$ cat src/rtl/mux_scan_pkg.sv
// mux_scan_pkg: shared types and constants for the mux_scan_nx1 slice.
//   state_t     : scan FSM state (IDLE, SCAN)
//   MODE_DIRECT : mode input value selecting sel-driven operation
//   MODE_SCAN   : mode input value selecting auto-scan operation
package mux_scan_pkg;

  typedef enum logic [0:0] {
    IDLE = 1'b0,
    SCAN = 1'b1
  } state_t;

  localparam logic MODE_DIRECT = 1'b0;
  localparam logic MODE_SCAN   = 1'b1;

endpackage

$ cat src/rtl/mux_nx1.sv
// mux_nx1: purely combinational N:1 multiplexer of W-bit channels.
// Generalised successor of the fixed mux4x1/mux16x1 blocks.
// Ports:
//   in  [N*W-1:0] : channel data, channel k at bits [k*W +: W]
//   sel [SW-1:0]  : channel index
//   out [W-1:0]   : data of the selected channel
module mux_nx1 #(
  parameter  int N  = 16,
  parameter  int W  = 8,
  localparam int SW = $clog2(N)
) (
  input  logic [N*W-1:0] in,
  input  logic [SW-1:0]  sel,
  output logic [W-1:0]   out
);

  always_comb begin
    out = '0;
    for (int k = 0; k < N; k++) begin
      if (sel == SW'(k)) out = in[k*W +: W];
    end
  end

endmodule

$ cat src/rtl/mux_scan_nx1.sv
// mux_scan_nx1: N-channel, W-bit registered multiplexer with an output
// valid/ready handshake and an auto-scan mode that emits one tagged sample
// per channel.
//
// Build option: define MUX_SCAN_MASK_EN to add the chan_mask input; scans
// then visit only the enabled channels (mask captured on the start edge).
//
// Ports:
//   clk        : rising-edge clock
//   rst        : synchronous, active-high reset
//   in         : channel data, channel k at bits [k*W +: W]
//   mode       : MODE_DIRECT (sel-driven) or MODE_SCAN
//   sel        : channel index used in direct mode
//   start      : single-cycle pulse starting a scan (idle, scan mode only)
//   chan_mask  : (MUX_SCAN_MASK_EN only) per-channel scan enable
//   out        : registered selected data
//   out_ch     : channel index of the data in out
//   out_valid  : out/out_ch hold a sample
//   out_ready  : consumer accepts the sample
//   busy       : scan in progress
//   dbg_state  : current FSM state, for observation only
//
// Handshake: a transfer happens on a rising edge where out_valid && out_ready.
// The output registers may only be rewritten when they are empty or being
// transferred on that same edge (load = !out_valid || out_ready); while
// out_valid is high and out_ready is low, out and out_ch are held unchanged.
module mux_scan_nx1
  import mux_scan_pkg::*;
#(
  parameter  int N  = 16,
  parameter  int W  = 8,
  localparam int SW = $clog2(N)
) (
  input  logic           clk,
  input  logic           rst,
  input  logic [N*W-1:0] in,
  input  logic           mode,
  input  logic [SW-1:0]  sel,
  input  logic           start,
`ifdef MUX_SCAN_MASK_EN
  input  logic [N-1:0]   chan_mask,
`endif
  output logic [W-1:0]   out,
  output logic [SW-1:0]  out_ch,
  output logic           out_valid,
  input  logic           out_ready,
  output logic           busy,
  output state_t         dbg_state
);

  state_t        state;
  logic          load;
  logic [SW-1:0] mux_sel;
  logic [W-1:0]  mux_out;

  // Channel selection for the current scan step and for a start edge.
  logic [SW-1:0] scan_ch;     // channel loaded on the next SCAN load
  logic          scan_last;   // that channel ends the scan
  logic          scan_empty;  // nothing left to visit (empty-mask scan)
  logic [SW-1:0] start_ch;    // channel loaded on a start edge
  logic          start_last;  // the start channel is also the last one
  logic          start_empty; // start with nothing to visit

  assign load      = !out_valid || out_ready;
  assign dbg_state = state;

`ifdef MUX_SCAN_MASK_EN
  // Remaining channels of the current scan; each load clears its bit.
  logic [N-1:0] mask_q;

  function automatic logic [SW-1:0] lowest_set(input logic [N-1:0] m);
    lowest_set = '0;
    for (int k = N - 1; k >= 0; k--) begin
      if (m[k]) lowest_set = SW'(k);
    end
  endfunction

  function automatic logic [N-1:0] onehot(input logic [SW-1:0] idx);
    onehot      = '0;
    onehot[idx] = 1'b1;
  endfunction

  always_comb begin
    scan_ch     = lowest_set(mask_q);
    scan_empty  = (mask_q == '0);
    scan_last   = ((mask_q & ~onehot(scan_ch)) == '0);
    start_ch    = lowest_set(chan_mask);
    start_empty = (chan_mask == '0);
    start_last  = ((chan_mask & ~onehot(start_ch)) == '0);
  end
`else
  logic [SW-1:0] cnt;

  assign scan_ch     = cnt;
  assign scan_last   = (cnt == SW'(N - 1));
  assign scan_empty  = 1'b0;
  assign start_ch    = '0;
  assign start_last  = 1'b0;  // N >= 2, so channel 0 never ends a scan
  assign start_empty = 1'b0;
`endif

  // The start edge itself may load the first channel, so the mux already
  // points at it while idle in scan mode.
  always_comb begin
    mux_sel = sel;
    if (state == SCAN)            mux_sel = scan_ch;
    else if (mode == MODE_SCAN)   mux_sel = start_ch;
  end

  mux_nx1 #(.N(N), .W(W)) u_mux (
    .in  (in),
    .sel (mux_sel),
    .out (mux_out)
  );

  always_ff @(posedge clk) begin
    if (rst) begin
      state     <= IDLE;
      out       <= '0;
      out_ch    <= '0;
      out_valid <= 1'b0;
      busy      <= 1'b0;
`ifdef MUX_SCAN_MASK_EN
      mask_q    <= '0;
`else
      cnt       <= '0;
`endif
    end else begin
      case (state)
        IDLE: begin
          if (mode == MODE_DIRECT) begin
            if (load) begin
              out       <= mux_out;
              out_ch    <= sel;
              out_valid <= 1'b1;
            end
          end else if (start && !start_empty) begin
            state <= SCAN;
            busy  <= 1'b1;
`ifdef MUX_SCAN_MASK_EN
            mask_q <= chan_mask;
`else
            cnt    <= '0;
`endif
            if (load) begin
              out       <= mux_out;
              out_ch    <= start_ch;
              out_valid <= 1'b1;
`ifdef MUX_SCAN_MASK_EN
              mask_q    <= chan_mask & ~onehot(start_ch);
`else
              cnt       <= SW'(1);
`endif
              if (start_last) begin
                state <= IDLE;
                busy  <= 1'b0;
              end
            end
          end else begin
            // Scan mode without a usable start: drain, never reload.
            if (start && start_empty) begin
              // Empty scan: a single SCAN cycle gives the one-cycle busy.
              state <= SCAN;
              busy  <= 1'b1;
`ifdef MUX_SCAN_MASK_EN
              mask_q <= '0;
`endif
            end
            if (load) out_valid <= 1'b0;
          end
        end

        SCAN: begin
          if (scan_empty) begin
            state <= IDLE;
            busy  <= 1'b0;
          end else if (load) begin
            out       <= mux_out;
            out_ch    <= scan_ch;
            out_valid <= 1'b1;
`ifdef MUX_SCAN_MASK_EN
            mask_q    <= mask_q & ~onehot(scan_ch);
`else
            cnt       <= cnt + SW'(1);
`endif
            if (scan_last) begin
              state <= IDLE;
              busy  <= 1'b0;
            end
          end
        end

        default: state <= IDLE;
      endcase
    end
  end

endmodule

$ cat config.mk
export PLATFORM = sky130hd
export DESIGN_NAME = mux_scan_nx1
export DESIGN_NICKNAME = d
export VERILOG_FILES = /design/src/rtl/mux_scan_pkg.sv /design/src/rtl/mux_nx1.sv /design/src/rtl/mux_scan_nx1.sv
export SDC_FILE = /design/constraint.sdc
export NUM_CORES = 1
export LEC_CHECK = 0
export CAP_MARGIN = 20
export CORE_UTILIZATION = 37
export DETAILED_ROUTE_END_ITERATION = 7
export GPL_TIMING_DRIVEN = 0
export PLACE_DENSITY = 0.9
export SYNTH_ARGS = -nofsm -noshare
export SYNTH_HDL_FRONTEND = slang
export SYNTH_SLANG_ARGS = --single-unit
$ cat constraint.sdc
create_clock -name clk -period 2.4 [get_ports clk]
set_input_delay 0.48 -clock clk [delete_from_list [all_inputs] [get_ports clk]]
set_output_delay 0.48 -clock clk [all_outputs]
set_load 0.1 [all_outputs]
== Word level (Yosys, flattened, before mapping) ==
Index checks and enable logic that the tools add are counted.
Storage, ports and cells
  bits in registers: 19
  bits of input ports: 137
  logic and storage cells: 86
Operators by class
  add/subtract/negate cells: 1
  equality and inequality tests: 24
  mux-type cells: 48
  bitwise gates (word level): 1
  reductions and logical operators: 6
Operator list (number)
  $mux 8: 19
  $mux 4: 10
  $eq 4x4->1 const B: 9
  $eq 4x3->1 const B: 4
  $pmux 4 s2: 2
  $pmux 8 s2: 1
  $mux 1: 13
  $ne 3x3->1 const B: 3
  $eq 4x2->1 const B: 2
  $reduce_and 4->1: 2
  $pmux 1 s2: 3
  $add 4x1->4 const B: 1
  $eq 4x1->1 const B: 1
  $logic_not 4->1: 1
  $ne 2x1->1 const B: 2
  $ne 2x2->1 const B: 2
  $ne 4x4->1 const B: 1
  $reduce_and 3->1: 1
  $logic_not 1->1: 1
  $logic_or 1x1->1: 1
  $not 1->1: 1

== Logic depth before layout (Yosys ltp) ==
  depth in word-level cells: 23
  depth in mapped cells: 10

== Cells and area by module ==
From an unflattened synthesis, not the netlist that was laid out.
Second synthesis, totals
  cells, all modules: 286
  area total of the unflattened synthesis: 2177.1 um^2
By module, submodules not included
  mux_nx1: times used 1, cells an instance 189, area each 1343.8 um^2, seq. area each 0.0 um^2
  mux_scan_nx1: times used 1, cells an instance 97, area each 833.3 um^2, seq. area each 380.4 um^2

== Worst setup path before layout ==
Ideal clock, no wire load.
  path type: register -> register
  from: reg state (netlist: dbg_state)
  to: reg out[3]
  setup time: 0.096 ns
  arrival: 2.479 ns
  setup slack: -0.174 ns
  stages on the path, launching flop included: 9
  buffers on the path: 2
  clock period less this slack: 2.574 ns
  path through: dfxtp_1 buf_6 buf_6 nor3b_1 nor2_1 o22ai_1 a211oi_1 a222oi_1 a221oi_1
On the way
  longest elaborated chain between the ends: 22
Ends and longest elaborated chain
  start, declared: line mux_scan_nx1.sv:51  | state_t state;
  start signal, assigned: line mux_scan_nx1.sv:118  | state <= IDLE;
  start signal, assigned: line mux_scan_nx1.sv:138  | state <= SCAN;
  start signal, assigned: line mux_scan_nx1.sv:155  | state <= IDLE;
  $mux 4: line mux_scan_nx1.sv:106  | if (state == SCAN) mux_sel = scan_ch;
  $logic_not 4->1: line mux_nx1.sv:20  | if (sel == SW'(k)) out = in[k*W +: W];
  $mux 8 (16 in a row): line mux_nx1.sv:20
  $mux 8: line mux_scan_nx1.sv:132, mux_scan_nx1.sv:145, mux_scan_nx1.sv:177
  $mux 8: line mux_scan_nx1.sv:137  | end else if (start && !start_empty) begin
  $mux 8: line mux_scan_nx1.sv:131  | if (mode == MODE_DIRECT) begin
  $pmux 8 s2: line mux_scan_nx1.sv:129  | case (state)
  end signal, assigned: line mux_scan_nx1.sv:133  | out <= mux_out;
  end signal, assigned: line mux_scan_nx1.sv:146  | out <= mux_out;
  end signal, assigned: line mux_scan_nx1.sv:178  | out <= mux_out;
  end, declared: line mux_scan_nx1.sv:43  | output logic [W-1:0] out,
Parallel ways exist; a longest one is shown, timed or not. The select of a mux whose other input is x is not followed.
A chain may end at the register's enable or synchronous reset.

== Final worst setup path ==
  from: in mode
  to: reg out[0]
On the way
  longest elaborated chain between the ends: 23
Ends and longest elaborated chain
  start, declared: line mux_scan_nx1.sv:37  | input logic mode,
  $mux 4: line mux_scan_nx1.sv:107  | else if (mode == MODE_SCAN) mux_sel = start_ch;
  $mux 4: line mux_scan_nx1.sv:106
  $logic_not 4->1: line mux_nx1.sv:20
  $mux 8 (16 in a row): line mux_nx1.sv:20
  $mux 8: line mux_scan_nx1.sv:132, mux_scan_nx1.sv:145, mux_scan_nx1.sv:177
  $mux 8: line mux_scan_nx1.sv:137
  $mux 8: line mux_scan_nx1.sv:131
  $pmux 8 s2: line mux_scan_nx1.sv:129
Parallel ways exist; a longest one is shown, timed or not. The select of a mux whose other input is x is not followed.

==> reports/qor.csv <==
stage;metric;value;unit
floorplanning;pin_count;152;
min_path;min_path_cells;2;
detailed_routing;wl;10400;um
yosys;yosys_warnings;0;
yosys;syn_area;0.00229;mm2
yosys;synthCells;323;
pwr;swShare;42.7;%
pwr;power_leakage;0.00146;uW
final_layout;fin_util;67.8;%
timing;hold_violations;0;
pwr;power.internal;864;uW
clock_tree;clk_pin_slew;0.07;ns
yosys;synth_seq_cells;19;
yosys;yosys_most_used_dff;dfxtp_1;
timing;maxSlewHeadroom;34.1;%
clock_tree;clockBufferDepth;2;
timing;post-route-period-util;98.8;%
grt;grt_use_total;31.0;%
final_layout;antenna_cells;0;
timing;fmax;422;MHz
detailed_routing;postRouteAntennaNets;0;
run_status;status;completed;
worst_setup_path;rr_endpoint;out[0]$_SDFFE_PP0P_;
yosys;synth_edf_count;0;
grt;antenna_found_initial;0;
clock_tree;cts_hold_buf;0;
floorplanning;coreArea;0.00596;mm2
timing;slew_violations;0;
pwr;combPwrFrac;60.5;%
detailed_routing;wire_per_inst;18.9;um
final_layout;nNetsFinal;613;
clock_tree;clock-sinks;19;
final_layout;drive_above_1_share;10.1;%
min_path;hold_start;busy$_SDFFE_PP0P_;
floorplanning;rows;28;
floorplanning;die_x;80.6;um
worst_setup_path;cp-end-kind;flop;
clock_tree;cts.repair_timing.setup_buffer_count;0;
grt;grt_pass1_wl;15500;um
grt;grt_pass1_vias;3238;
yosys;ys_types;66;
timing;setup-tns-final;0;ns
final_layout;finalInstanceArea;0.00404;mm2
min_path;hp-class;flop to flop;
pwr;clockPowerShare;15.0;%
job;drv_cap;0;
placed_design;dp_hpwl;8330;um
pwr;cellPowerDensity;374;mW/mm2
clock_tree;cts_root_buf;clkbuf_8;
final_layout;syn2layout_area_growth;76.5;%
timing;skew;0.00489;ns
yosys;syn_avg_cell_area;7.08;um2
pwr;seqPwrFrac;24.5;%
timing;worst_pin_slew;0.985;ns
min_path;hold-path-endpoint;busy$_SDFFE_PP0P_;
placed_design;gp_congestion;0.916;
clock_tree;htree_levels;1;
clock_tree;cts_buffers;3;
detailed_routing;vias;3491;
clock_tree;clk_latency;0.26;ns
grt;gr-total-overflow;0;
worst_setup_path;crit_type;input port to flop;
worst_setup_path;cp_max_fo;10;
timing;rsz0062_at_grt;true;
floorplanning;dieArea;0.00650;mm2
placed_design;io_buffers;151;
yosys;synth.yosys.seq_area_share;16.6;%
yosys;syn_nets;461;
detailed_routing;route.detailed.drc;0;
pwr;p_sw;644;uW
detailed_routing;drt_iter0_markers;427;
worst_setup_path;cp.required;2.55;ns
worst_setup_path;r2r_start;dbg_state$_SDFF_PP0_;
grt;grt_max_degree;11;
placed_design;place_area;0.00389;mm2
yosys;ys_async_sr_fraction;0;%
detailed_routing;first_pass_iters;6;
floorplanning;die_y;80.6;um
clock_tree;cts_tree;yes;
worst_setup_path;r2r_cells;10;
timing;period_needed;2.37;ns
timing;setup_viol;0;
worst_setup_path;reg2reg_slack;0.07;ns
floorplanning;floorplan.initialDensity;38.4;%
detailed_routing;via_per_inst;6.36;
worst_setup_path;crit_arrival;2.52;ns
worst_setup_path;startpoint_type;input port;
pwr;vdd_drop_max;0.354;mV
power by group through the flow:
stage,logic [uW],clock network [uW],registers (uW)
2_1_floorplan,294,0,567
4_1_cts,876,223,369
5_1_grt,957,236,376
6_report,912,226,370
3_5_place_dp,865,0,376
3_3_place_gp,853,0,375
worst max-delay path: stages:
cell,delay (ns)
dlygate4sd2_1,0.29
buf_6,0.16
or3b_1,0.36
and2_1,0.18
buf_6,0.14
clkbuf_4,0.19
nand3_1,0.15
a31oi_1,0.12
o311ai_1,0.37
nand2_1,0.08
layer usage:
metal / GRT usage (%) / part of all wire [%] / wire (um) / vias to the layer above
met5: 0 / 0 / 0 / -
met4: 17.7 / 4.4 / 454 / 0
met3: 3.64 / 10 / 1070 / 47
met2: 50.8 / 47 / 4930 / 289
met1: 39.0 / 38 / 3940 / 1574
li1: - / - / - / 1581
registers in the layout, indices dropped and copies added (netlist names):
signal and count:
out 8, cnt 4, out_ch 4, busy 1
dbg_state 1, out_valid 1
area by class of cell:
class / count / area [um2]
tap: 75 / 93.8
clock buffer: 4 / 45.0
fill: 502 / 1920
timing repair buffer: 151 / 1510
inverter: 3 / 11.3
sequential: 19 / 382
buffer: 26 / 171
multi-input combinational: 271 / 1820
metrics by stage:
step           power (uW)  hold slack, ns  setup WS, ns  std cells
6_report             1510           0.501        0.0294        549
5_1_grt              1570           0.523      -0.00705        549
4_1_cts              1470           0.508        0.0169        550
3_5_place_dp         1240           0.499        -0.556        549
3_3_place_gp         1230           0.481        -0.493        549
2_1_floorplan         861           0.567         0.121        323
cells by family (layout without fill, tap and decap cells):
group | count (synthesis) | after routing | share of synthesized area [%]
muxes | 7 | 7 | 3.17
xor gates and xnor gates | 1 | 1 | 0.383
AOI/OAI and AO/OA | 148 | 148 | 45.7
and+or+nand+nor | 114 | 114 | 26.0
buffers and inverters | 33 | 184 | 7.55
adders and majority gates | 1 | 1 | 0.547
DFF | 19 | 19 | 16.6
Yosys cell counts, types with 2 or more instances:
master    number  area share [%]
a21oi_1       13             2.8
nand3b_1       3            0.99
inv_1          2            0.33
nor2_2         2            0.55
o21ai_1        4            0.88
o221ai_1       3             1.1
a22oi_1       19             6.2
a211oi_1       9             3.0
o21ai_0       25             5.5
nand3_1        7             1.5
clkbuf_1      14             2.3
nor4_1         4             1.1
a211o_1        4             1.5
buf_4          2            0.66
mux2i_1        5             2.2
nor2_1        41             6.7
o21a_1         3            0.99
a31oi_1        7             1.9
or3b_1         2            0.77
mux2_2         2            0.99
a21boi_0       4             1.3
or2_2          2            0.55
a22o_1         7             2.7
o211ai_1       7             2.3
buf_2          9             2.0
and3_1         5             1.4
a32oi_1        2            0.77
dfxtp_1       19              17
o22ai_1       14             3.8
and2_1         5             1.4
a221oi_1      12             4.6
nor3_1         9             2.0
or4b_4         2             1.2
nand2_1       20             3.3
buf_6          4             2.0
repair_timing:
item / in CTS / in global routing
setup endpoints to repair: 8 / 8
gates resized for setup: 18 / 24
pin swaps: 1 / 4
gates cloned: 0 / 0
placed cells by master, fill, tap and decap left out, drive strengths merged, types with 13 or more instances in the layout:
master	synthesis	routed
a22oi	19	19
a21oi	13	13
o21ai	30	30
nor2	44	44
nand2	21	21
clkbuf	14	16
dfxtp	19	19
clkdlybuf4s50	0	146
o22ai	14	14
a221oi	13	13
buf	16	14
how the worst max path moves through the flow:
stage,to,cells after the start,startpoint
floorplan,out[3]$_SDFFE_PP0P_,9,dbg_state$_SDFF_PP0_
global placement,out[0]$_SDFFE_PP0P_,8,mode
detailed placement,out[0]$_SDFFE_PP0P_,8,mode
CTS,out[0]$_SDFFE_PP0P_,7,sel[1]
global route,out[0]$_SDFFE_PP0P_,10,mode
finish,out[0]$_SDFFE_PP0P_,10,mode
No activity file was read; power rests on OpenSTA's default activity.
